### config.mk
export PLATFORM = sky130hd
export DESIGN_NAME = dtree_infer_ctrl
export DESIGN_NICKNAME = d
export VERILOG_FILES = /design/src/rtl/dtree_pkg.sv /design/src/rtl/dtree_feat_buf.sv /design/src/rtl/dtree_infer_ctrl.sv
export SDC_FILE = /design/constraint.sdc
export NUM_CORES = 1
export LEC_CHECK = 0
export ABC_AREA = 1
export BUFFER_PORTS_ARGS = -buffer_cell sky130_fd_sc_hd__buf_2
export CORE_MARGIN = 2
export CORE_UTILIZATION = 40
export CTS_CLUSTER_SIZE = 16
export DETAILED_ROUTE_END_ITERATION = 6
export MAX_ROUTING_LAYER = met4
export PLACE_DENSITY = 0.65
export SLEW_MARGIN = 0
export SYNTH_ARGS = -nofsm -noshare
export SYNTH_HDL_FRONTEND = slang
export SYNTH_HIERARCHICAL = 1
export SYNTH_SLANG_ARGS = --single-unit
### constraint.sdc
create_clock -name clk -period 2.8 [get_ports clk]
set_input_delay 0.14 -clock clk [delete_from_list [all_inputs] [get_ports clk]]
set_output_delay 0.14 -clock clk [all_outputs]
set_load 0.03 [all_outputs]
### src/rtl/dtree_pkg.sv
// ============================================================================
// Module  : dtree_pkg
// Purpose : Shared definitions for the decision-tree inference controller:
//           FSM state encoding, default frame geometry and the mapping from
//           feature-buffer slot to tree input index.
// Rev     : 1.0  initial release
// ============================================================================
`default_nettype none

package dtree_pkg;

    // Default frame geometry
    localparam int unsigned c_N_FEAT_DEF = 18;
    localparam int unsigned c_FEAT_W_DEF = 8;
    localparam int unsigned c_CLS_W_DEF  = 2;

    // Controller states
    typedef enum logic [1:0] {
        ST_LOAD = 2'd0,
        ST_EVAL = 2'd1,
        ST_DONE = 2'd2
    } state_t;

    // Slot k feeds tree input X<n>. Inputs X4 and X5 are not used by the
    // trained tree, so slots 4.. skip over them (X0..X3, X6..X19).
    function automatic int unsigned slot_to_feat(input int unsigned k);
        return (k < 4) ? k : k + 2;
    endfunction

endpackage

`default_nettype wire

### src/rtl/dtree_feat_buf.sv
// ============================================================================
// Module  : dtree_feat_buf
// Purpose : N_FEAT-slot feature register. One slot is written per enabled
//           cycle; all slots are presented in parallel to the tree.
// Ports   : clk, rst_n      - clock, asynchronous active-low reset
//           i_we            - write enable for slot i_idx
//           i_idx           - slot index to write
//           i_data          - feature byte
//           o_feat_bus      - all slots, slot k at [k*FEAT_W +: FEAT_W]
// Rev     : 1.0  initial release
// ============================================================================
`default_nettype none

module dtree_feat_buf
    import dtree_pkg::*;
#(
    parameter int unsigned N_FEAT = c_N_FEAT_DEF,
    parameter int unsigned FEAT_W = c_FEAT_W_DEF,
    parameter int unsigned IDX_W  = 5
) (
    input  logic                       clk,
    input  logic                       rst_n,
    input  logic                       i_we,
    input  logic [IDX_W-1:0]           i_idx,
    input  logic [FEAT_W-1:0]          i_data,
    output logic [N_FEAT*FEAT_W-1:0]   o_feat_bus
);

    for (genvar k = 0; k < N_FEAT; k++) begin : g_slot
        logic [FEAT_W-1:0] r_slot;

        always_ff @(posedge clk or negedge rst_n) begin
            if (!rst_n) begin
                r_slot <= '0;
            end else if (i_we && (i_idx == IDX_W'(k))) begin
                r_slot <= i_data;
            end
        end

        assign o_feat_bus[k*FEAT_W +: FEAT_W] = r_slot;
    end

endmodule

`default_nettype wire

### src/rtl/dtree_infer_ctrl.sv
// ============================================================================
// Module  : dtree_infer_ctrl
// Purpose : Collects a frame of N_FEAT feature bytes, lets an external
//           combinational decision tree settle for EVAL_CYCLES cycles,
//           captures its class and holds it until the consumer accepts it.
// Ports   : clk, rst_n            - clock, asynchronous active-low reset
//           in_valid/in_ready     - feature byte handshake, in_data payload
//           abort                 - discard current frame (ignored in DONE)
//           feat_bus              - registered features to the tree
//           tree_class            - combinational tree result
//           out_valid/out_ready   - result handshake, out_class payload
//           busy                  - high unless idle at slot 0 in LOAD
//           infer_cnt             - completed-inference count (optional)
// Config  : define DTREE_INFER_CNT_EN to add the saturating 16-bit
//           infer_cnt output.
// Rev     : 1.0  initial release
// ============================================================================
`default_nettype none

module dtree_infer_ctrl
    import dtree_pkg::*;
#(
    parameter int unsigned N_FEAT      = c_N_FEAT_DEF,
    parameter int unsigned FEAT_W      = c_FEAT_W_DEF,
    parameter int unsigned CLS_W       = c_CLS_W_DEF,
    parameter int unsigned EVAL_CYCLES = 2
) (
    input  logic                       clk,
    input  logic                       rst_n,
    input  logic                       in_valid,
    output logic                       in_ready,
    input  logic [FEAT_W-1:0]          in_data,
    input  logic                       abort,
    output logic [N_FEAT*FEAT_W-1:0]   feat_bus,
    input  logic [CLS_W-1:0]           tree_class,
    output logic                       out_valid,
    input  logic                       out_ready,
    output logic [CLS_W-1:0]           out_class,
    output logic                       busy
`ifdef DTREE_INFER_CNT_EN
    ,
    output logic [15:0]                infer_cnt
`endif
);

    localparam int unsigned        c_IDX_W     = (N_FEAT > 1) ? $clog2(N_FEAT) : 1;
    localparam logic [c_IDX_W-1:0] c_IDX_LAST  = c_IDX_W'(N_FEAT - 1);
    localparam logic [3:0]         c_WCNT_LAST = 4'(EVAL_CYCLES - 1);

    state_t             r_state;
    logic [c_IDX_W-1:0] r_idx;
    logic [3:0]         r_wcnt;
    logic [CLS_W-1:0]   r_out_class;
    logic               r_out_valid;
    logic               r_in_ready;
    logic               r_busy;
    logic               w_accept;

    // A byte is taken only while loading; abort wins over a same-cycle byte.
    assign w_accept = r_in_ready & in_valid & ~abort;

    dtree_feat_buf #(
        .N_FEAT (N_FEAT),
        .FEAT_W (FEAT_W),
        .IDX_W  (c_IDX_W)
    ) u_feat_buf (
        .clk        (clk),
        .rst_n      (rst_n),
        .i_we       (w_accept),
        .i_idx      (r_idx),
        .i_data     (in_data),
        .o_feat_bus (feat_bus)
    );

    // Control FSM. Handshake outputs are registered alongside the state so
    // that they always reflect the state being entered.
    always_ff @(posedge clk or negedge rst_n) begin
        if (!rst_n) begin
            r_state     <= ST_LOAD;
            r_idx       <= '0;
            r_wcnt      <= '0;
            r_out_class <= '0;
            r_out_valid <= 1'b0;
            r_in_ready  <= 1'b1;
            r_busy      <= 1'b0;
        end else begin
            case (r_state)
                ST_LOAD: begin
                    if (abort) begin
                        r_idx  <= '0;
                        r_busy <= 1'b0;
                    end else if (in_valid) begin
                        if (r_idx == c_IDX_LAST) begin
                            r_idx      <= '0;
                            r_wcnt     <= '0;
                            r_state    <= ST_EVAL;
                            r_in_ready <= 1'b0;
                            r_busy     <= 1'b1;
                        end else begin
                            r_idx  <= r_idx + c_IDX_W'(1);
                            r_busy <= 1'b1;
                        end
                    end
                end

                ST_EVAL: begin
                    if (abort) begin
                        r_wcnt     <= '0;
                        r_state    <= ST_LOAD;
                        r_in_ready <= 1'b1;
                        r_busy     <= 1'b0;
                    end else if (r_wcnt == c_WCNT_LAST) begin
                        // Tree has had EVAL_CYCLES full cycles to settle.
                        r_out_class <= tree_class;
                        r_out_valid <= 1'b1;
                        r_wcnt      <= '0;
                        r_state     <= ST_DONE;
                    end else begin
                        r_wcnt <= r_wcnt + 4'd1;
                    end
                end

                ST_DONE: begin
                    // No byte is accepted in the release cycle; the next
                    // frame starts one cycle after out_ready.
                    if (out_ready) begin
                        r_out_valid <= 1'b0;
                        r_state     <= ST_LOAD;
                        r_in_ready  <= 1'b1;
                        r_busy      <= 1'b0;
                    end
                end

                default: begin
                    r_state     <= ST_LOAD;
                    r_idx       <= '0;
                    r_wcnt      <= '0;
                    r_out_valid <= 1'b0;
                    r_in_ready  <= 1'b1;
                    r_busy      <= 1'b0;
                end
            endcase
        end
    end

    assign in_ready  = r_in_ready;
    assign out_valid = r_out_valid;
    assign out_class = r_out_class;
    assign busy      = r_busy;

`ifdef DTREE_INFER_CNT_EN
    logic [15:0] r_infer_cnt;

    always_ff @(posedge clk or negedge rst_n) begin
        if (!rst_n) begin
            r_infer_cnt <= '0;
        end else if (r_out_valid && out_ready && (r_infer_cnt != 16'hFFFF)) begin
            r_infer_cnt <= r_infer_cnt + 16'd1;
        end
    end

    assign infer_cnt = r_infer_cnt;
`endif

endmodule

`default_nettype wire

==> flow_summary_export.csv, run 1 <==
group,metric,value,unit
sta,final_max_slew_viol_count,0,
synthesis,synth_cell_types,26,
worst_setup_path,path_max_fanout,24,
power_and_ir_drop,power,7.02,mW
clock_tree,cts_resized,0,
clock_tree,htree_num_levels,4,
floorplan,die_area,18500,um2
global_route,use_met3,4.66,%
synthesis,synth.avg_cell_area,8.56,um2
global_route,grt_max_degree,69,
floorplan,die_y,136,um
outcome,outcome,"complete, no violations",
route,final_antenna_net_count,0,
sta,setup_viol,0,
global_route,grt_use_met2,34.2,%
worst_setup_path,reg2reg_slack,0.82,ns
sta,worst_pin_slew,0.725,ns
worst_setup_path,crit_path_end_kind,"flip-flop",
place,dp_hpwl,13.1,mm
flow_run,drv_cap,0,
layout,nets,989,
global_route,grt.busiest_layer,"met2",
layout,layout-drive-gt1-share,25.6,%
global_route,grt_pass1_wl,32.1,mm
clock_tree,cts_tree,"done",
synthesis,yosysTopAreaCell,"dfrtp_1",
clock_tree,clkLatencyLatePin,0.42,ns
worst_setup_path,cp.required,3.16,ns
min_path,min_to,"busy$_DFFE_PN0P_",
floorplan,die_w,136,um
route,vias,6058,
clock_tree,clock_sinks,160,
floorplan,placementRows,48,
place,port_buffers,163,
power_and_ir_drop,swShare,34.7,%
power_and_ir_drop,intPower,4.58,mW
min_path,min_path_cells,4,
sta,skew,0.00753,ns
synthesis,synth_top_area_share,57.0,%
power_and_ir_drop,seqPwrFrac,40.6,%
power_and_ir_drop,cellLeakagePower,5.04,nW
global_route,grt_overflow_total,0,
route,dr.pass1.iters,7,
sta,setup_slack,0.816,ns
clock_tree,cts_buffers,17,
layout,area_delta_synth_final,23.8,%
synthesis,ys_seq_area_share,57.4,%
route,drc,0,
worst_setup_path,reg2reg_to,"u_feat_buf/g_slot[9].r_slot[4]$_DFFE_PN0P_",
global_route,use_met1,32.0,%
route,vias_per_cell,5.03,
sta,rsz0062_at_grt,"false",
route,dr.first_iter.drc_count,511,
sta,fin_crit,1.98,ns
synthesis,synth_seq_cells,160,
place,place.gp.congestion,0.790,
sta,maxSlewHeadroom,51.6,%
worst_setup_path,crit_type,"flip-flop to flip-flop",
place,dpl_worst_slack,0.831,ns
layout,diodes,0,
power_and_ir_drop,pwr-share-clk,34.9,%
clock_tree,cts-root-buf,"clkbuf_16",
global_route,antenna_found_initial,0,
global_route,grt_pass1_vias,5726,
power_and_ir_drop,p_sw,2.44,mW
route,routed_wl,20.1,mm
floorplan,fp.coreArea,17200,um2
sta,hold_viol_final,0,
synthesis,syn_nets,838,
sta,fin_crit_sh,70.8,%
global_route,grt_usage,23.2,%
worst_setup_path,worstRegToRegCells,7,
power_and_ir_drop,p_comb_share,24.5,%
worst_setup_path,start_kind,"flip-flop",
place,placed_area,8000,um2
min_path,hold_class,"input pin to flip-flop",
power_and_ir_drop,peakVddDrop,0.000495,V
synthesis,synth_area,6980,um2
worst_setup_path,cp.arrival,2.34,ns
synthesis,syn_inst,816,
clock_tree,clockBufferDepth,2,
power_and_ir_drop,cellPowerDensity,812,nW/um2
sta,timing.fmax,504,MHz
synthesis,synthTopCellsByArea,"dfrtp_1, nand2_1, nand3_1, nand3_2, buf_2",
layout,fill_cells,1657,
clock_tree,path_clk_slew,0.06,ns
worst_setup_path,r2r_start,"in_ready$_DFFE_PN1P_",
route,avgRoutedWirePerCell,16.7,um
synthesis,yosys_warnings,6,
floorplan,start_util,40.6,%
sta,tns,0,ns
floorplan,ios,164,
layout,design_area,8640,um2
min_path,hold_start,"abort",
[power groups by stage]
stage               logic, mW  registers, mW  clock network, mW
floorplan               0.542           3.48                  0
global placement         1.70           2.89                  0
global route             1.88           2.89               2.59
finish                   1.72           2.85               2.45
CTS                      1.74           2.85               2.49
detailed placement       1.73           2.89                  0
[registers in the layout (all words and copies together) (netlist names)]
signal and count:
r_state 2, in_ready 1, out_class 2, r_idx 5, out_valid 1, busy 1, r_wcnt 4, u_feat_buf/g_slot.r_slot 144
[routing by layer]
layer | up-vias | routed length [um]
li1 | 2906 | -
met1 | 2892 | 8920
met2 | 236 | 9340
met3 | 24 | 1520
met4 | 0 | 355
met5 | - | 0
[synth_stat cells]
master / n
inv_4: 2
nand3_4: 1
o21ai_1: 6
buf_1: 2
dfrtp_1: 159
nor2_1: 18
nand2_4: 4
o21ai_0: 1
nand4_1: 15
nand3_1: 143
nand2_1: 350
clkbuf_1: 16
buf_4: 1
nand2_2: 3
o21ai_2: 1
inv_1: 26
buf_6: 1
nor2_4: 2
nor2_2: 8
nand3_2: 14
ha_1: 7
a21oi_1: 1
clkinv_1: 1
inv_2: 8
buf_2: 25
dfstp_2: 1
[worst max-delay path by stage]
stage,from,endpoint,cells after the start
floorplan,in_ready$_DFFE_PN1P_,u_feat_buf/g_slot[10].r_slot[0]$_DFFE_PN0P_,8
global placement,in_ready$_DFFE_PN1P_,u_feat_buf/g_slot[5].r_slot[3]$_DFFE_PN0P_,7
finish,in_ready$_DFFE_PN1P_,u_feat_buf/g_slot[9].r_slot[4]$_DFFE_PN0P_,7
detailed placement,in_ready$_DFFE_PN1P_,u_feat_buf/g_slot[5].r_slot[6]$_DFFE_PN0P_,7
CTS,in_ready$_DFFE_PN1P_,u_feat_buf/g_slot[9].r_slot[4]$_DFFE_PN0P_,7
global route,in_ready$_DFFE_PN1P_,u_feat_buf/g_slot[1].r_slot[0]$_DFFE_PN0P_,7
[what timing repair did]
item / CTS / global route
hold buffers: 3 / 0
hold endpoints to repair: 63 / 0
buffers inserted: 0 / 0
[cell usage in the layout, fill, tap and decap left out, types with 2 or more instances in the layout]
cell type | synthesis | routed
clkbuf_1 | 16 | 4
buf_2 | 25 | 162
buf_4 | 1 | 9
nor2_2 | 8 | 12
bufinv_16 | 0 | 4
inv_1 | 26 | 26
inv_2 | 8 | 8
ha_1 | 7 | 7
buf_12 | 0 | 2
nand4_1 | 15 | 15
nor2_1 | 18 | 13
nand2_2 | 3 | 3
clkinvlp_4 | 0 | 2
dlygate4sd3_1 | 0 | 3
o21ai_1 | 6 | 6
nand3_1 | 143 | 143
dfrtp_1 | 159 | 159
inv_4 | 2 | 2
clkinv_2 | 0 | 3
nor2_4 | 2 | 3
clkbuf_16 | 0 | 17
nand2_1 | 350 | 350
nand2_4 | 4 | 4
nand3_2 | 14 | 14
[cell families (layout without fill, tap and decap cells)]
logic type / Yosys count / after routing / share of synthesized area, %
AND/OR/NAND/NOR: 558 / 558 / 35.6
flip-flops: 160 / 160 / 57.4
buffers and inverters: 82 / 246 / 5.09
AO/OA/AOI/OAI: 9 / 9 / 0.699
adder cells (fa/ha/maj): 7 / 7 / 1.25
[area by class of cell]
class / instances / area (um2) / share of cell area, %
clock inverter: 10 / 159 / 1.84
multi-input combinational: 574 / 2640 / 30.5
tap: 225 / 282 / 3.26
inverter: 37 / 144 / 1.66
clock buffer: 22 / 454 / 5.26
sequential: 160 / 4010 / 46.3
timing repair buffer: 177 / 960 / 11.1
[per-stage QoR]
| stage | hold slack [ns] | util, % | cells |
|---|---|---|---|
| final | 0.124 | 50.3 | 1205 |
| after global routing | 0.134 | 50.3 | 1205 |
| after CTS | 0.111 | 50.3 | 1205 |
| after detailed placement | 0.166 | 46.6 | 1170 |
| after global placement | 0.171 | 46.6 | 1170 |
| after floorplan | -0.156 | - | 816 |
[critical path: stages (launching register included)]
cell and delay, ns:
dfstp_2 0.54, nand2_1 0.05, nor2_1 0.19, nand2_1 0.20, nor2_2 0.36, buf_4 0.35, nand3_1 0.13, nand2_1 0.11
No activity file was read; power rests on OpenSTA's default activity.
==> run 2, diff against run 1 <==
Clock period 2.8 ns to 2 ns, I/O delays scaled along.
==> flow_summary_export.csv, run 2 (synthesized netlist as in run 1, its figures left out) <==
group,metric,value,unit
outcome,outcome,"complete, no violations",
global_route,grt_overflow_total,0,
floorplan,die_y,136,um
route,dr.first_iter.drc_count,424,
clock_tree,path_clk_slew,0.07,ns
worst_setup_path,worstPathCellList,"nand2_1 -> nor2_1 -> inv_1 -> nor2_2 -> buf_4 -> nand3_2 -> nand2_1 -> nand2_1",
clock_tree,htree_num_levels,4,
global_route,antenna_found_initial,0,
clock_tree,clkLatencyLatePin,0.43,ns
global_route,grt_pass1_wl,31.9,mm
clock_tree,cts_tree,"done",
route,routed_wl,20.1,mm
place,dp_hpwl,13.5,mm
clock_tree,cts-root-buf,"clkbuf_16",
layout,layout-drive-gt1-share,27.1,%
global_route,grt_max_degree,60,
sta,hold_viol_final,0,
layout,reg_top3,"u_feat_buf/g_slot.r_slot (144), r_idx (5), r_wcnt (4)",
route,vias,6065,
layout,final_common_cell,"nand2_1",
floorplan,die_w,136,um
layout,fill_cells,1672,
layout,area_delta_synth_final,25.3,%
worst_setup_path,start_kind,"flip-flop",
sta,maxSlewHeadroom,60.4,%
power_and_ir_drop,peakVddDrop,0.000660,V
floorplan,start_util,40.6,%
place,place.gp.congestion,0.811,
clock_tree,cts_buffers,17,
sta,fin_crit_sh,88.8,%
route,drc,0,
min_path,hold_class,"input pin to flip-flop",
route,vias_per_cell,4.98,
sta,setup_viol,0,
worst_setup_path,path_max_fanout,12,
sta,tns,0,ns
route,final_antenna_net_count,0,
clock_tree,clockBufferDepth,2,
worst_setup_path,cp.required,2.31,ns
sta,fin_crit,1.78,ns
flow_run,drv_cap,0,
worst_setup_path,crit_path_end_kind,"flip-flop",
worst_setup_path,crit_buf_inv,2,
layout,largest_register_ffs,144,
floorplan,ios,164,
worst_setup_path,cp.arrival,2.09,ns
worst_setup_path,slowest_stage,"dfstp_2",
sta,skew,0.0108,ns
global_route,grt_pass1_vias,5913,
clock_tree,clock_sinks,160,
floorplan,placementRows,48,
clock_tree,post_cts_buffers,0,
route,avgRoutedWirePerCell,16.5,um
power_and_ir_drop,cellLeakagePower,5.09,nW
worst_setup_path,cp_slowest_stage_delay,0.54,ns
sta,final_max_slew_viol_count,0,
layout,diodes,0,
global_route,grt_usage,23.1,%
sta,worst_pin_slew,0.594,ns
sta,rsz0062_at_grt,"false",
worst_setup_path,crit_type,"flip-flop to flip-flop",
floorplan,die_area,18500,um2
layout,instances_no_fill,1218,
power_and_ir_drop,cellPowerDensity,1110,nW/um2
layout,layout_common_cells,"nand2_1, buf_2, dfrtp_1",
floorplan,fp.coreArea,17200,um2
layout,largest-register,"u_feat_buf/g_slot.r_slot",
worst_setup_path,path_common_cell,"nand2_1",
place,placed_cells,1183,
route,dr.pass1.iters,5,
worst_setup_path,path_delay_family,"simple AND/OR/NAND/NOR gates",
place,port_buffers,163,
layout,nets,1002,
sta,timing.fmax,563,MHz
==> run 2: changes by cell type in the layout (fill, tap and decap cells not counted) <==
cell	previous run	this run
buf_4	9	20
nand3_2	14	16
bufinv_16	4	2
clkbuf_1	4	1
inv_8	0	1
clkbuf_8	1	0
inv_6	1	5
clkinv_4	0	1
clkinv_2	3	2
clkinvlp_4	2	3
buf_12	2	4
nand3_1	143	141
==> run 2: timing repair <==
| item | 4_1_cts | 5_1_grt |
|---|---|---|
| gates resized for setup | 0 | 2 |
| endpoints found under the setup margin | 0 | 7 |
| hold buffers | 3 | 0 |
| hold endpoints to repair | 54 | 0 |
==> run 2: cell type report <==
| type | count | area [um2] | area share, % |
|---|---|---|---|
| clock buffer | 18 | 429 | 4.91 |
| inverter | 37 | 144 | 1.64 |
| tap | 225 | 282 | 3.22 |
| multi-input combinational | 574 | 2650 | 30.3 |
| timing repair buffer | 190 | 1080 | 12.4 |
| sequential | 160 | 4010 | 45.8 |
| clock inverter | 14 | 156 | 1.79 |
==> run 2: metal layers <==
layer  share of wire [%]  track usage (%)
met4                 2.4             8.80
met2                  47             35.0
met1                  46             31.0
met5                   0                -
met3                 5.3             4.03
==> run 2: tightest hold or removal path, cell delays in order <==
cell and delay [ns]:
buf_2 0.16, inv_4 0.08, nand2_1 0.06, o21ai_1 0.06
==> run 2: final timing paths <==
path | from | endpoint | slack, ns | cells past startpoint
worst max register to register | in_ready$_DFFE_PN1P_ | u_feat_buf/g_slot[7].r_slot[1]$_DFFE_PN0P_ | 0.22 | 8
worst max-delay path | in_ready$_DFFE_PN1P_ | u_feat_buf/g_slot[7].r_slot[1]$_DFFE_PN0P_ | 0.22 | 8
worst min register to register | u_feat_buf/g_slot[10].r_slot[1]$_DFFE_PN0P_ | u_feat_buf/g_slot[10].r_slot[1]$_DFFE_PN0P_ | 0.47 | 2
min in group asynchronous | rst_n | u_feat_buf/g_slot[17].r_slot[5]$_DFFE_PN0P_ | 0.22 | 2
worst min-delay path | abort | busy$_DFFE_PN0P_ | 0.08 | 4
max in group asynchronous | rst_n | u_feat_buf/g_slot[5].r_slot[3]$_DFFE_PN0P_ | 1.07 | 3
==> run 2: power by group <==
| part | total (mW) | leakage (nW) | switching [mW] | internal, mW |
|---|---|---|---|---|
| Sequential | 4.00 | 2.19 | 0.309 | 3.69 |
| Clock | 3.26 | 0.280 | 1.39 | 1.86 |
| Combinational | 2.44 | 2.62 | 1.81 | 0.638 |
| Total | 9.70 | 5.09 | 3.51 | 6.19 |
==> run 2: metrics by stage <==
| step | cell area, um2 | setup slack [ns] | power, mW | hold slack, ns | utilization [%] |
|---|---|---|---|---|---|
| after floorplan | 6980 | 0.309 | 5.63 | -0.196 | - |
| after global placement | 8120 | 0.252 | 6.47 | 0.130 | 47.3 |
| after detailed placement | 8120 | 0.165 | 6.51 | 0.128 | 47.3 |
| after CTS | 8740 | 0.121 | 9.78 | 0.0633 | 50.9 |
| after global routing | 8750 | 0.0515 | 10.2 | 0.0845 | 50.9 |
| final | 8750 | 0.223 | 9.70 | 0.0773 | 50.9 |
==> run 3, diff against run 2 <==
Settings changed: ABC_AREA 1 to unset, PLACE_DENSITY 0.65 to 0.66.
==> flow_summary_export.csv, run 3 <==
group,metric,value,unit
layout,final_common_cell,"buf_2",
clock_tree,clkLatencyLatePin,0.41,ns
global_route,grt_usage,20.1,%
worst_setup_path,cp.required,2.29,ns
synthesis,synth_seq_cells,160,
floorplan,start_util,40.7,%
synthesis,syn_nets,438,
route,drc,0,
outcome,outcome,"complete, no violations",
sta,final_max_slew_viol_count,0,
sta,tns,0,ns
sta,hold_viol_final,0,
floorplan,die_y,131,um
floorplan,die_w,131,um
layout,fill_cells,1388,
route,met3WireLength,899,um
synthesis,synth_area,6420,um2
place,port_buffers,163,
clock_tree,clockBufferDepth,2,
synthesis,yosys_most_used_dff,"dfrtp_1",
synthesis,synth_top_area_share,62.0,%
min_path,hold_class,"input pin to flip-flop",
place,place.gp.congestion,0.833,
sta,maxSlewHeadroom,59.9,%
sta,skew,0.00750,ns
worst_setup_path,reg2reg_slack,0.05,ns
sta,setup_viol,0,
synthesis,yosysMostFrequentCell,"dfrtp_1",
layout,nets,627,
global_route,grt_overflow_total,0,
route,vias_per_cell,5.11,
clock_tree,post_cts_buffers,0,
floorplan,ios,164,
clock_tree,cts-root-buf,"clkbuf_16",
power_and_ir_drop,cellLeakagePower,4.55,nW
floorplan,fp.coreArea,15800,um2
layout,layout_common_cells,"buf_2, dfrtp_1, mux2_2",
worst_setup_path,path_max_fanout,8,
layout,multi_input_area,2400,um2
layout,area_delta_synth_final,29.4,%
worst_setup_path,crit_type,"flip-flop to flip-flop",
floorplan,die_area,17100,um2
synthesis,async_reset_ff_share,100,%
sta,fin_crit,1.95,ns
floorplan,placementRows,46,
sta,fin_crit_sh,97.4,%
place,dp_hpwl,11.0,mm
clock_tree,htree_num_levels,4,
route,avgRoutedWirePerCell,19.1,um
clock_tree,path_clk_slew,0.06,ns
route,dr.first_iter.drc_count,192,
layout,largest-register,"u_feat_buf/g_slot.r_slot",
global_route,antenna_found_initial,0,
layout,diodes,0,
global_route,grt_pass1_vias,4470,
route,vias,4235,
route,wl_met1,6.74,mm
global_route,grt_max_degree,63,
synthesis,synthTopCellsByArea,"dfrtp_1, mux2_2, mux2_4, ha_1, o21ai_1",
flow_run,drv_cap,0,
route,top_layer,"met4",
route,final_antenna_net_count,0,
route,routed_wl,15.8,mm
sta,hold_ws,0.0527,ns
power_and_ir_drop,cellPowerDensity,1170,nW/um2
route,wl_met2,7.91,mm
place,dpl_worst_slack,-0.0464,ns
sta,rsz0062_at_grt,"true",
synthesis,yosys_warnings,6,
worst_setup_path,crit_path_end_kind,"flip-flop",
layout,reg_top3,"u_feat_buf/g_slot.r_slot (144), r_idx (5), r_wcnt (4)",
global_route,grt_pass1_wl,24.6,mm
sta,timing.fmax,513,MHz
worst_setup_path,cp.arrival,2.24,ns
sta,setup_slack,0.0515,ns
clock_tree,cts_tree,"done",
synthesis,synth_cell_types,41,
layout,largest_register_ffs,144,
layout,regArea,4010,um2
worst_setup_path,start_kind,"flip-flop",
layout,layout-drive-gt1-share,60.0,%
synthesis,syn_inst,416,
power_and_ir_drop,peakVddDrop,0.000593,V
clock_tree,cts_buffers,17,
layout,fin_util,52.7,%
synthesis,yosys-top-cells-count,"dfrtp_1, mux2_2, nand2_1",
sta,worst_pin_slew,0.602,ns
synthesis,synth-edff-count,0,
synthesis,yosysTopAreaCell,"dfrtp_1",
clock_tree,clock_sinks,160,
synthesis,ys_seq_area_share,62.4,%
route,dr.pass1.iters,4,
synthesis,synth.avg_cell_area,15.4,um2
[run 3: changes by cell type after synthesis, sizes merged, moves of 6 or more]
cell | before | now
nor2b | 0 | 6
nand4 | 15 | 2
nor2 | 28 | 6
inv | 36 | 4
nand2 | 357 | 16
clkbuf | 16 | 9
nor3b | 0 | 7
mux2 | 0 | 146
nand3 | 158 | 3
buf | 29 | 5
[run 3: final timing paths]
check	endpoint	start	cells after the start
setup reg to reg	u_feat_buf/g_slot[3].r_slot[1]$_DFFE_PN0P_	in_ready$_DFFE_PN1P_	5
hold / removal	busy$_DFFE_PN0P_	in_valid	3
setup / recovery	u_feat_buf/g_slot[3].r_slot[1]$_DFFE_PN0P_	in_ready$_DFFE_PN1P_	5
min in group asynchronous	u_feat_buf/g_slot[5].r_slot[5]$_DFFE_PN0P_	rst_n	2
max in group asynchronous	u_feat_buf/g_slot[7].r_slot[5]$_DFFE_PN0P_	rst_n	3
hold reg to reg	out_class[1]$_DFFE_PN0P_	out_class[1]$_DFFE_PN0P_	1
[run 3: layer usage]
| metal | global-route usage, % | vias to the layer above |
|---|---|---|
| met1 | 24.6 | 2202 |
| li1 | - | 1872 |
| met4 | 6.82 | 0 |
| met2 | 32.4 | 144 |
| met3 | 5.33 | 17 |
| met5 | - | - |
[run 3: power by group]
part | switching (mW) | internal (mW)
combinational | 1.69 | 0.872
clock | 1.19 | 2.00
sequential | 0.279 | 3.71
[run 3: timing repair]
| item | 4_1_cts | 5_1_grt |
|---|---|---|
| resized for setup | 1 | 16 |
| hold buffers | 3 | 0 |
| cloned | 0 | 0 |
| pin swaps | 0 | 1 |
| endpoints found under the setup margin | 13 | 31 |
| hold endpoints to repair | 60 | 0 |
[run 3: worst max-delay path, stage by stage (launching register included)]
cell and delay, ns:
dfstp_2 0.54, and3b_2 0.26, nor4b_4 0.33, nor2b_4 0.23, buf_8 0.15, mux2_4 0.31
[run 3: cell families after synthesis]
group	after synthesis	share of synthesized area, %
fa+ha+maj	7	1.36
mux	146	26.1
flops	160	62.4
compound gates	27	2.63
buf+inv	18	1.19
simple gates	58	6.34
[run 3: per-stage QoR]
step | cell area (um2) | total power [mW] | instances
after global placement | 7640 | 6.48 | 799
after detailed placement | 7640 | 6.56 | 799
final | 8300 | 9.74 | 829
after global routing | 8300 | 10.2 | 829
after floorplan | 6430 | 5.66 | 416
after CTS | 8250 | 9.78 | 829
[run 3: cell type report]
class | count | share of cell area, %
Multi-Input combinational cell | 238 | 28.9
Inverter | 4 | 0.181
Timing Repair Buffer | 184 | 12.6
Tap cell | 216 | 3.25
Clock inverter | 5 | 1.30
Clock buffer | 22 | 5.59
Sequential cell | 160 | 48.2
